File: src/rtl/uart_rx_fifo.sv
// uart_rx_fifo: UART receive front end with FWFT byte FIFO.
//
// Deserialises 8N1 frames from the asynchronous rxd pin and pushes each good byte into a
// first-word-fall-through FIFO. The core pops one byte per rd_en strobe.
// With UART_RX_PARITY_EN defined, frames are 8E1 and a parity_err flag is added.
//
// Ports:
//   clk        system clock
//   rstn       asynchronous active-low reset
//   rxd        raw serial line (idle high, asynchronous to clk)
//   rd_en      pop strobe, ignored while the FIFO is empty
//   rd_data    head-of-FIFO byte, valid while rd_valid=1
//   rd_valid   FIFO not empty
//   count      FIFO occupancy
//   frame_err  sticky: stop bit sampled low
//   overrun    sticky: byte completed while FIFO full and not being popped
//   parity_err sticky: parity mismatch (UART_RX_PARITY_EN only)
//   err_clr    synchronous clear of the sticky flags; a same-cycle set wins
module uart_rx_fifo #(
    parameter int unsigned CLK_PER_BIT = 868,
    parameter int unsigned FIFO_DEPTH  = 16,
    parameter int unsigned CNT_W       = 5
) (
    input  logic             clk,
    input  logic             rstn,
    input  logic             rxd,
    input  logic             rd_en,
    output logic [7:0]       rd_data,
    output logic             rd_valid,
    output logic [CNT_W-1:0] count,
    output logic             frame_err,
    output logic             overrun,
`ifdef UART_RX_PARITY_EN
    output logic             parity_err,
`endif
    input  logic             err_clr
);

    localparam int unsigned PW = $clog2(FIFO_DEPTH);
    localparam int unsigned TW = $clog2(CLK_PER_BIT);
    localparam logic [TW-1:0] TICK_HALF = TW'(CLK_PER_BIT / 2 - 1);
    localparam logic [TW-1:0] TICK_FULL = TW'(CLK_PER_BIT - 1);

    typedef enum logic [2:0] {
        StIdle,
        StStart,
        StData,
`ifdef UART_RX_PARITY_EN
        StParity,
`endif
        StStop
    } state_e;

    state_e state_q, state_d;
    logic          rx_meta_q, rx_s;
    logic [TW-1:0] tick_q, tick_d;
    logic [2:0]    idx_q, idx_d;
    logic [7:0]    shift_q, shift_d;
    logic          brk_q, brk_d;      // stop bit was low; waiting for line to return high
    logic          stop_sample, push_req, frame_set;
`ifdef UART_RX_PARITY_EN
    logic          par_q, par_d, parity_set, parity_err_q;
`endif

    logic [7:0]       mem [FIFO_DEPTH];
    logic [CNT_W-1:0] wr_ptr_q, rd_ptr_q;
    logic             full, pop, do_push, ovr_set, frame_err_q, overrun_q;

    // Two-flop synchroniser, idle high.
    always_ff @(posedge clk or negedge rstn) begin
        if (!rstn) begin
            rx_meta_q <= 1'b1;
            rx_s      <= 1'b1;
        end else begin
            rx_meta_q <= rxd;
            rx_s      <= rx_meta_q;
        end
    end

    // FSM state and datapath registers.
    always_ff @(posedge clk or negedge rstn) begin
        if (!rstn) begin
            state_q <= StIdle;
            tick_q  <= '0;
            idx_q   <= '0;
            shift_q <= '0;
            brk_q   <= 1'b0;
`ifdef UART_RX_PARITY_EN
            par_q   <= 1'b0;
`endif
        end else begin
            state_q <= state_d;
            tick_q  <= tick_d;
            idx_q   <= idx_d;
            shift_q <= shift_d;
            brk_q   <= brk_d;
`ifdef UART_RX_PARITY_EN
            par_q   <= par_d;
`endif
        end
    end

    // Next-state logic.
    always_comb begin
        state_d = state_q;
        tick_d  = tick_q + 1'b1;
        idx_d   = idx_q;
        shift_d = shift_q;
        brk_d   = brk_q;
`ifdef UART_RX_PARITY_EN
        par_d   = par_q;
`endif
        unique case (state_q)
            StIdle: begin
                tick_d = '0;
                idx_d  = '0;
                brk_d  = 1'b0;
                if (!rx_s) state_d = StStart;
            end
            StStart: begin
                // Mid-start-bit check rejects short glitches.
                if (tick_q == TICK_HALF) begin
                    tick_d  = '0;
                    idx_d   = '0;
                    state_d = rx_s ? StIdle : StData;
                end
            end
            StData: begin
                if (tick_q == TICK_FULL) begin
                    tick_d  = '0;
                    shift_d = {rx_s, shift_q[7:1]};
                    idx_d   = idx_q + 3'd1;
`ifdef UART_RX_PARITY_EN
                    if (idx_q == 3'd7) state_d = StParity;
`else
                    if (idx_q == 3'd7) state_d = StStop;
`endif
                end
            end
`ifdef UART_RX_PARITY_EN
            StParity: begin
                if (tick_q == TICK_FULL) begin
                    tick_d  = '0;
                    par_d   = rx_s;
                    state_d = StStop;
                end
            end
`endif
            StStop: begin
                if (brk_q) begin
                    tick_d = '0;
                    if (rx_s) state_d = StIdle;
                end else if (tick_q == TICK_FULL) begin
                    tick_d = '0;
                    if (rx_s) state_d = StIdle;
                    else      brk_d   = 1'b1;
                end
            end
            default: state_d = StIdle;
        endcase
    end

    // FSM outputs: events raised on the stop-sample cycle.
    always_comb begin
        stop_sample = (state_q == StStop) && !brk_q && (tick_q == TICK_FULL);
        frame_set   = stop_sample && !rx_s;
`ifdef UART_RX_PARITY_EN
        parity_set  = stop_sample && rx_s && ((^shift_q) ^ par_q);
        push_req    = stop_sample && rx_s && !parity_set;
`else
        push_req    = stop_sample && rx_s;
`endif
    end

    // FIFO control. A pop in the same cycle frees the slot for a push into a full FIFO.
    assign count    = wr_ptr_q - rd_ptr_q;
    assign rd_valid = (count != '0);
    assign full     = (count == CNT_W'(FIFO_DEPTH));
    assign pop      = rd_en && rd_valid;
    assign do_push  = push_req && (!full || pop);
    assign ovr_set  = push_req && full && !pop;
    // Forced to zero while empty so the output is defined out of reset.
    assign rd_data  = rd_valid ? mem[rd_ptr_q[PW-1:0]] : 8'h00;

    always_ff @(posedge clk) begin
        if (do_push) mem[wr_ptr_q[PW-1:0]] <= shift_q;
    end

    always_ff @(posedge clk or negedge rstn) begin
        if (!rstn) begin
            wr_ptr_q     <= '0;
            rd_ptr_q     <= '0;
            frame_err_q  <= 1'b0;
            overrun_q    <= 1'b0;
`ifdef UART_RX_PARITY_EN
            parity_err_q <= 1'b0;
`endif
        end else begin
            if (do_push) wr_ptr_q <= wr_ptr_q + 1'b1;
            if (pop)     rd_ptr_q <= rd_ptr_q + 1'b1;
            if (frame_set)    frame_err_q <= 1'b1;
            else if (err_clr) frame_err_q <= 1'b0;
            if (ovr_set)      overrun_q   <= 1'b1;
            else if (err_clr) overrun_q   <= 1'b0;
`ifdef UART_RX_PARITY_EN
            if (parity_set)   parity_err_q <= 1'b1;
            else if (err_clr) parity_err_q <= 1'b0;
`endif
        end
    end

    assign frame_err  = frame_err_q;
    assign overrun    = overrun_q;
`ifdef UART_RX_PARITY_EN
    assign parity_err = parity_err_q;
`endif

endmodule

File: config.mk
export PLATFORM = sky130hd
export DESIGN_NAME = uart_rx_fifo
export DESIGN_NICKNAME = d
export VERILOG_FILES = /design/src/rtl/uart_rx_fifo.sv
export SDC_FILE = /design/constraint.sdc
export NUM_CORES = 1
export LEC_CHECK = 0
export CORE_ASPECT_RATIO = 1.5
export CORE_MARGIN = 2
export CORE_UTILIZATION = 50
export CTS_CLUSTER_DIAMETER = 30
export DETAILED_ROUTE_END_ITERATION = 10
export HOLD_SLACK_MARGIN = 0.02
export PLACE_DENSITY_LB_ADDON = 0.3
export SLEW_MARGIN = 20
export SYNTH_ARGS = -nofsm -noshare
export SYNTH_HDL_FRONTEND = slang
export SYNTH_SLANG_ARGS = --single-unit
File: constraint.sdc
create_clock -name clk -period 3.8 [get_ports clk]
set_clock_uncertainty 0.2 [all_clocks]
set_input_delay 0.38 -clock clk [delete_from_list [all_inputs] [get_ports clk]]
set_output_delay 0.38 -clock clk [all_outputs]
set_load 0.1 [all_outputs]
=== Yosys cells after proc, flatten, opt, wreduce, memory -nomap -nowiden ===
Memories as Yosys holds them, arrays and structs flattened.
Index checks and enable logic that the tools add are counted.

* Eq/ne operators: 12
* Mux-type cells: 26
* Add/subtract/negate cells: 5
* Reduce and logical (&&, ||, !) cells: 22

{| class="wikitable"
|+ Operator list
! kind !! count
|-
| 10-bit case mux with 4 select lines || 1
|-
| 10-bit 2-to-1 mux || 3
|-
| 3-bit 2-to-1 mux || 9
|-
| 3-bit case mux with 4 select lines || 1
|-
| 10-bit by 1-bit adder with 10-bit output (second input constant) || 1
|-
| 5-bit by 1-bit adder with 5-bit output (second input constant) || 2
|-
| 10-bit equality test (second input constant) || 1
|-
| 10-bit by 9-bit equality test with 1-bit output (second input constant) || 1
|-
| 3-bit case mux with 3 select lines || 1
|-
| 1-bit logical AND || 8
|-
| 1-bit 2-to-1 mux || 8
|-
| 8-bit 2-to-1 mux || 1
|-
| 2-bit inequality test (second input constant) || 4
|-
| 3-bit by 2-bit equality test with 1-bit output (second input constant) || 2
|-
| 2-bit nonzero test || 3
|-
| 5-bit equality test (second input constant) || 1
|-
| 5-bit AND reduction || 1
|-
| 5-bit nonzero test || 1
|-
| 5-bit subtractor || 1
|-
| 1-bit zero test || 4
|-
| 3-bit by 1-bit adder with 3-bit output (second input constant) || 1
|-
| 3-bit by 1-bit equality test with 1-bit output (second input constant) || 1
|-
| 3-bit equality test (second input constant) || 1
|-
| 3-bit zero test || 1
|-
| 7 further kinds || 7
|}

* Input bits: 5
* Register bits: 39
* Logic and storage cells: 77
* Memories: 1
* RAM bits: 128

{| class="wikitable"
|+ Memory list
! memory !! words !! bits a word !! read ports !! clocked after Yosys merged registers in !! wr ports !! line !! RTL
|-
| mem || 16 || 8 || 1 || 0 || 1 || 65 || <nowiki>logic [7:0] mem [FIFO_DEPTH];</nowiki>
|}

=== Longest topological paths before layout ===
* Depth in word-level cells: 7
* Gate-level depth with buffers: 10
* Gate-level depth less buffers: 9

=== Least setup slack after synthesis ===
OpenSTA, ideal clock, no wires.

* Kind: reg2out
* Start: register rd_ptr_q[2]
* End: output port rd_data[0]
* Path buffers: 1
* Cell stages (with the launch flop): 9
* Slack: -1.855 ns
* Arrival: 5.075 ns
* Cell sequence: dfrtp_1 clkbuf_1 inv_1 ha_1 xnor2_1 nor2_1 mux2i_1 nor2_1 nor2b_1

* Word-level cells in the longest chain between the ends: 3
* Elaborated cells between the ends (all ways): 4
* Those cells by class: 1 x add/sub; 1 x mux; 1 x reduce/logical; 1 x memory

{| class="wikitable"
|+ Ends and longest elaborated chain
! element !! line !! RTL
|-
| start: declaration || 66 || <nowiki>logic [CNT_W-1:0] wr_ptr_q, rd_ptr_q;</nowiki>
|-
| start signal: assignment || 200 || <nowiki>if (pop) rd_ptr_q <= rd_ptr_q + 1'b1;</nowiki>
|-
| 5-bit subtractor || 176 || <nowiki>assign count = wr_ptr_q - rd_ptr_q;</nowiki>
|-
| via count[2] || 30 || <nowiki>output logic [CNT_W-1:0] count,</nowiki>
|-
| 5-bit nonzero test || 177 || <nowiki>assign rd_valid = (count != '0);</nowiki>
|-
| 8-bit 2-to-1 mux || 183 || <nowiki>assign rd_data = rd_valid ? mem[rd_ptr_q[PW-1:0]] : 8'h00;</nowiki>
|-
| end: declaration || 28 || <nowiki>output logic [7:0] rd_data,</nowiki>
|}

The timed path passes the listed nets, and every way through them passes these cells.

=== Worst setup path after layout ===
* Start: register wr_ptr_q[0]
* End: output port rd_data[5]

* Word-level cells in the longest chain between the ends: 3

{| class="wikitable"
|+ Ends and longest elaborated chain
! element !! line !! RTL
|-
| start: declaration || 66 ||
|-
| start signal: assignment || 199 || <nowiki>if (do_push) wr_ptr_q <= wr_ptr_q + 1'b1;</nowiki>
|-
| 5-bit subtractor || 176 ||
|-
| 5-bit nonzero test || 177 ||
|-
| 8-bit 2-to-1 mux || 183 ||
|}

Every way passes these cells.

==> results.yml <==
cts:
  clkTransAtPathRegs_ns: 0.07
  cts_tree: "yes"
  numCtsBuffers: 17
  clock_path_buffers: 2
  cts_root_buf: "clkbuf_16"
  ctsHtreeMaxLevel: 4
  cts.sinks: 166
  clk_latency_ns: 0.42
global_route:
  grt_pass1_vias: 3828
  grt-ovfl-total: 0
  grt_usage_pct: 19.1
  grt_max_degree: 39
  grt_pass1_wl_mm: 20.9
  antenna_found_initial: 0
setup_path:
  worstPathRequired_ns: 3.22
  worst_path_dominant_cell_family: "adder cells"
  worstSetupPathType: "register to output port"
  worstPathCellList: "inv_2 -> ha_4 -> fa_2 -> clkinvlp_4 -> nor4_2 -> mux2i_2 -> buf_4 -> nor2_4 -> buf_8 -> nor2b_4 -> buf_12"
  slowest_delay_ns: 0.58
  cp-start-kind: "register"
  crit_path_end_kind: "output port"
  regToRegSetupSlack_ns: 0.49
  r2r-start: "wr_ptr_q[0]"
  cpMaxStageDelayCell: "fa_2"
  cp.buffers_inverters: 5
  reg2regPathDepth: 8
  critPathMaxFanout: 9
  cp.arrival_ns: 3.05
  regToRegEndpoint: "mem[11][3]"
cells_and_area:
  syn_to_final_growth_pct: 19.7
  fill_cells: 997
  n_antenna_cell: 0
  register_area_um2: 4800
  layout-drive-gt1-share_pct: 32.9
  final_nets: 476
  multi_input_area_um2: 2320
synthesis:
  yosysWarnings: 0
  synth_edf_count: 128
  netlist.area_leader.share_pct: 54.2
  synth-compound-area-share_pct: 2.47
  synth-seq-area-share_pct: 67.6
  synth_area_leaders: "edfxtp_1 54%, dfrtp_1 13%, mux4_2 13%, ha_1 3.2%, xnor2_1 1.7%"
  synthAdderAreaFrac_pct: 3.46
  yosysMostFrequentCell: "edfxtp_1"
  synth_top_family_by_area: "multiplexers"
  yosys.area_share.simple_pct: 7.02
  ys_types: 47
  ys_ff_latch: 166
  synthFlopType: "edfxtp_1"
  yosys.area.top_type: "edfxtp_1"
  synth_nets: 432
  synthArstFlopShare_pct: 22.9
  synth_common_cells: "128 x edfxtp_1, 40 x mux4_2, 36 x dfrtp_1, 29 x nor2_1, 21 x inv_1"
  synth_xor_area_share_pct: 2.47
  synth.avg_cell_area_um2: 17.4
  netlist_area_um2: 7100
  synthMuxAreaShare_pct: 14.8
  syn_inst: 408
routing:
  drc_errors: 0
  wirelength_mm: 13.1
  drtIter0Drc: 133
  ant_nets: 0
  vias: 3600
  viasPerCell: 5.71
  first_pass_iters: 4
  wl_per_cell_um: 20.8
sta:
  rsz0062_at_grt: "no"
  worstMarginPinSlew_ns: 0.978
  setup_viol_count_final: 0
  hold_viol: 0
  fmax_ghz: 0.276
  finalCritPeriodShare_pct: 95.4
  period_needed_ns: 3.63
  max-slew-margin-rel_pct: 34.6
  whs_ns: 0.156
  drv_slew: 0
power:
  p_leak_uw: 0.00328
  finalPower_uw: 3720
  power-per-cell-area_nw_per_um2: 438
  vdd_drop_max_v: 0.000308
floorplanning:
  start_util_pct: 51.0
  rows: 53
  core_um2: 13900
  design.portCount: 21
  die_h_um: 150
  dieArea_um2: 15200
  die_w_um: 101
min_path:
  worstHoldStart: "rx_meta_q"
  hold_path_depth: 0
  min_to: "rx_s"
  holdCritPathClass: "register to register"
job:
  max-cap-violations: 0
placement:
  post-dp-hpwl_mm: 8.96
  port_buffers: 20
  gp_congestion: 0.813
status:
  outcome: "completed"
[cell type report]
class | instances | share of cell area (%)
clock buffers | 18 | 5.05
clock inverters | 14 | 2.22
inverters | 22 | 1.10
multi-input cells | 205 | 27.3
flip-flops and latches | 166 | 56.5
well taps | 165 | 2.43
repair buffers | 40 | 5.42
[how the worst max path moves through the flow]
stage / startpoint / end / slack, ns / cells after the start
global route: wr_ptr_q[0] / rd_data[5] / 0.02 / 11
global placement: wr_ptr_q[0] / rd_data[6] / 0.52 / 11
detailed placement: wr_ptr_q[0] / rd_data[5] / 0.41 / 11
finish: wr_ptr_q[0] / rd_data[5] / 0.17 / 11
floorplan: wr_ptr_q[0] / rd_valid / -0.15 / 9
CTS: wr_ptr_q[0] / rd_data[5] / 0.06 / 11
[report_power, final]
group | total, uW | switching (uW) | leakage, uW | internal, uW
combinational | 14.5 | 10.3 | 0.000988 | 4.13
clock | 1770 | 716 | 0.000296 | 1050
sequential | 1940 | 0.999 | 0.00200 | 1930
total | 3720 | 728 | 0.00328 | 2990
[stage by stage]
step	instances	setup TNS (ns)	utilization [%]	setup WS, ns	instance area [um2]
CTS	626	0	60.8	0.0645	8460
global route	630	0	61.0	0.0172	8500
detailed placement	593	0	56.2	0.413	7830
global placement	593	0	56.2	0.515	7830
finish	630	0	61.0	0.173	8500
floorplan	408	-0.148	-	-0.148	7280
[cells in the final DEF (no fill, tap or decap), drive strengths merged, types with 2 or more instances in the layout]
master / Yosys / final
mux4: 40 / 40
nor3: 9 / 9
o21ai: 7 / 7
ha: 18 / 18
nand2: 18 / 18
nand3b: 3 / 3
clkinv: 0 / 2
nor2b: 9 / 9
edfxtp: 128 / 128
clkbuf: 9 / 18
and3: 3 / 3
nor4: 2 / 2
bufinv: 0 / 3
xnor2: 14 / 14
o31ai: 3 / 3
dfstp: 2 / 2
buf: 6 / 33
mux2i: 4 / 4
o311ai: 3 / 3
nor4b: 4 / 4
mux2: 10 / 10
a21oi: 3 / 3
dfrtp: 36 / 36
nor2: 29 / 29
clkinvlp: 0 / 5
nand4: 2 / 2
xor2: 6 / 6
clkdlybuf4s50: 0 / 6
inv: 22 / 26
nand3: 6 / 6
[metal layers]
layer,vias to the layer above,GRT usage (%),wire (um)
met5,-,0,0
met4,0,6.69,192
met3,13,4.95,524
met2,71,34.7,7540
met1,1857,21.3,4870
li1,1659,-,-
[registers in the layout (all words and copies together), names as in the netlist]
name,count
frame_err,1
tick_q,10
state_q,2
mem,128
wr_ptr_q,5
rx_meta_q,1
overrun,1
brk_q,1
rx_s,1
shift_q,8
idx_q,3
rd_ptr_q,5
[worst register-to-register path, cell delays in order (launching register included)]
cell      delay [ns]
dfrtp_1         0.44
inv_2           0.09
ha_4            0.17
fa_2            0.41
nand2b_4        0.18
a21oi_4         0.21
xor2_4          0.28
o31ai_4         0.16
nor2_1          0.78
[cells by family after synthesis]
| family | Yosys count |
|---|---|
| buf+inv | 37 |
| mux | 54 |
| fa+ha+maj | 19 |
| flops | 166 |
| compound gates | 23 |
| xor+xnor | 20 |
| simple gates | 89 |
[timing repair]
| item | 4_1_cts | 5_1_grt |
|---|---|---|
| hold buffers | 1 | 0 |
| endpoints found under the setup margin | 7 | 7 |
| gates resized for setup | 2 | 1 |
| setup buffers | 0 | 4 |
| pin swaps | 0 | 1 |
| endpoints found under the hold margin | 36 | 0 |
(Power assumes the default switching activity.)
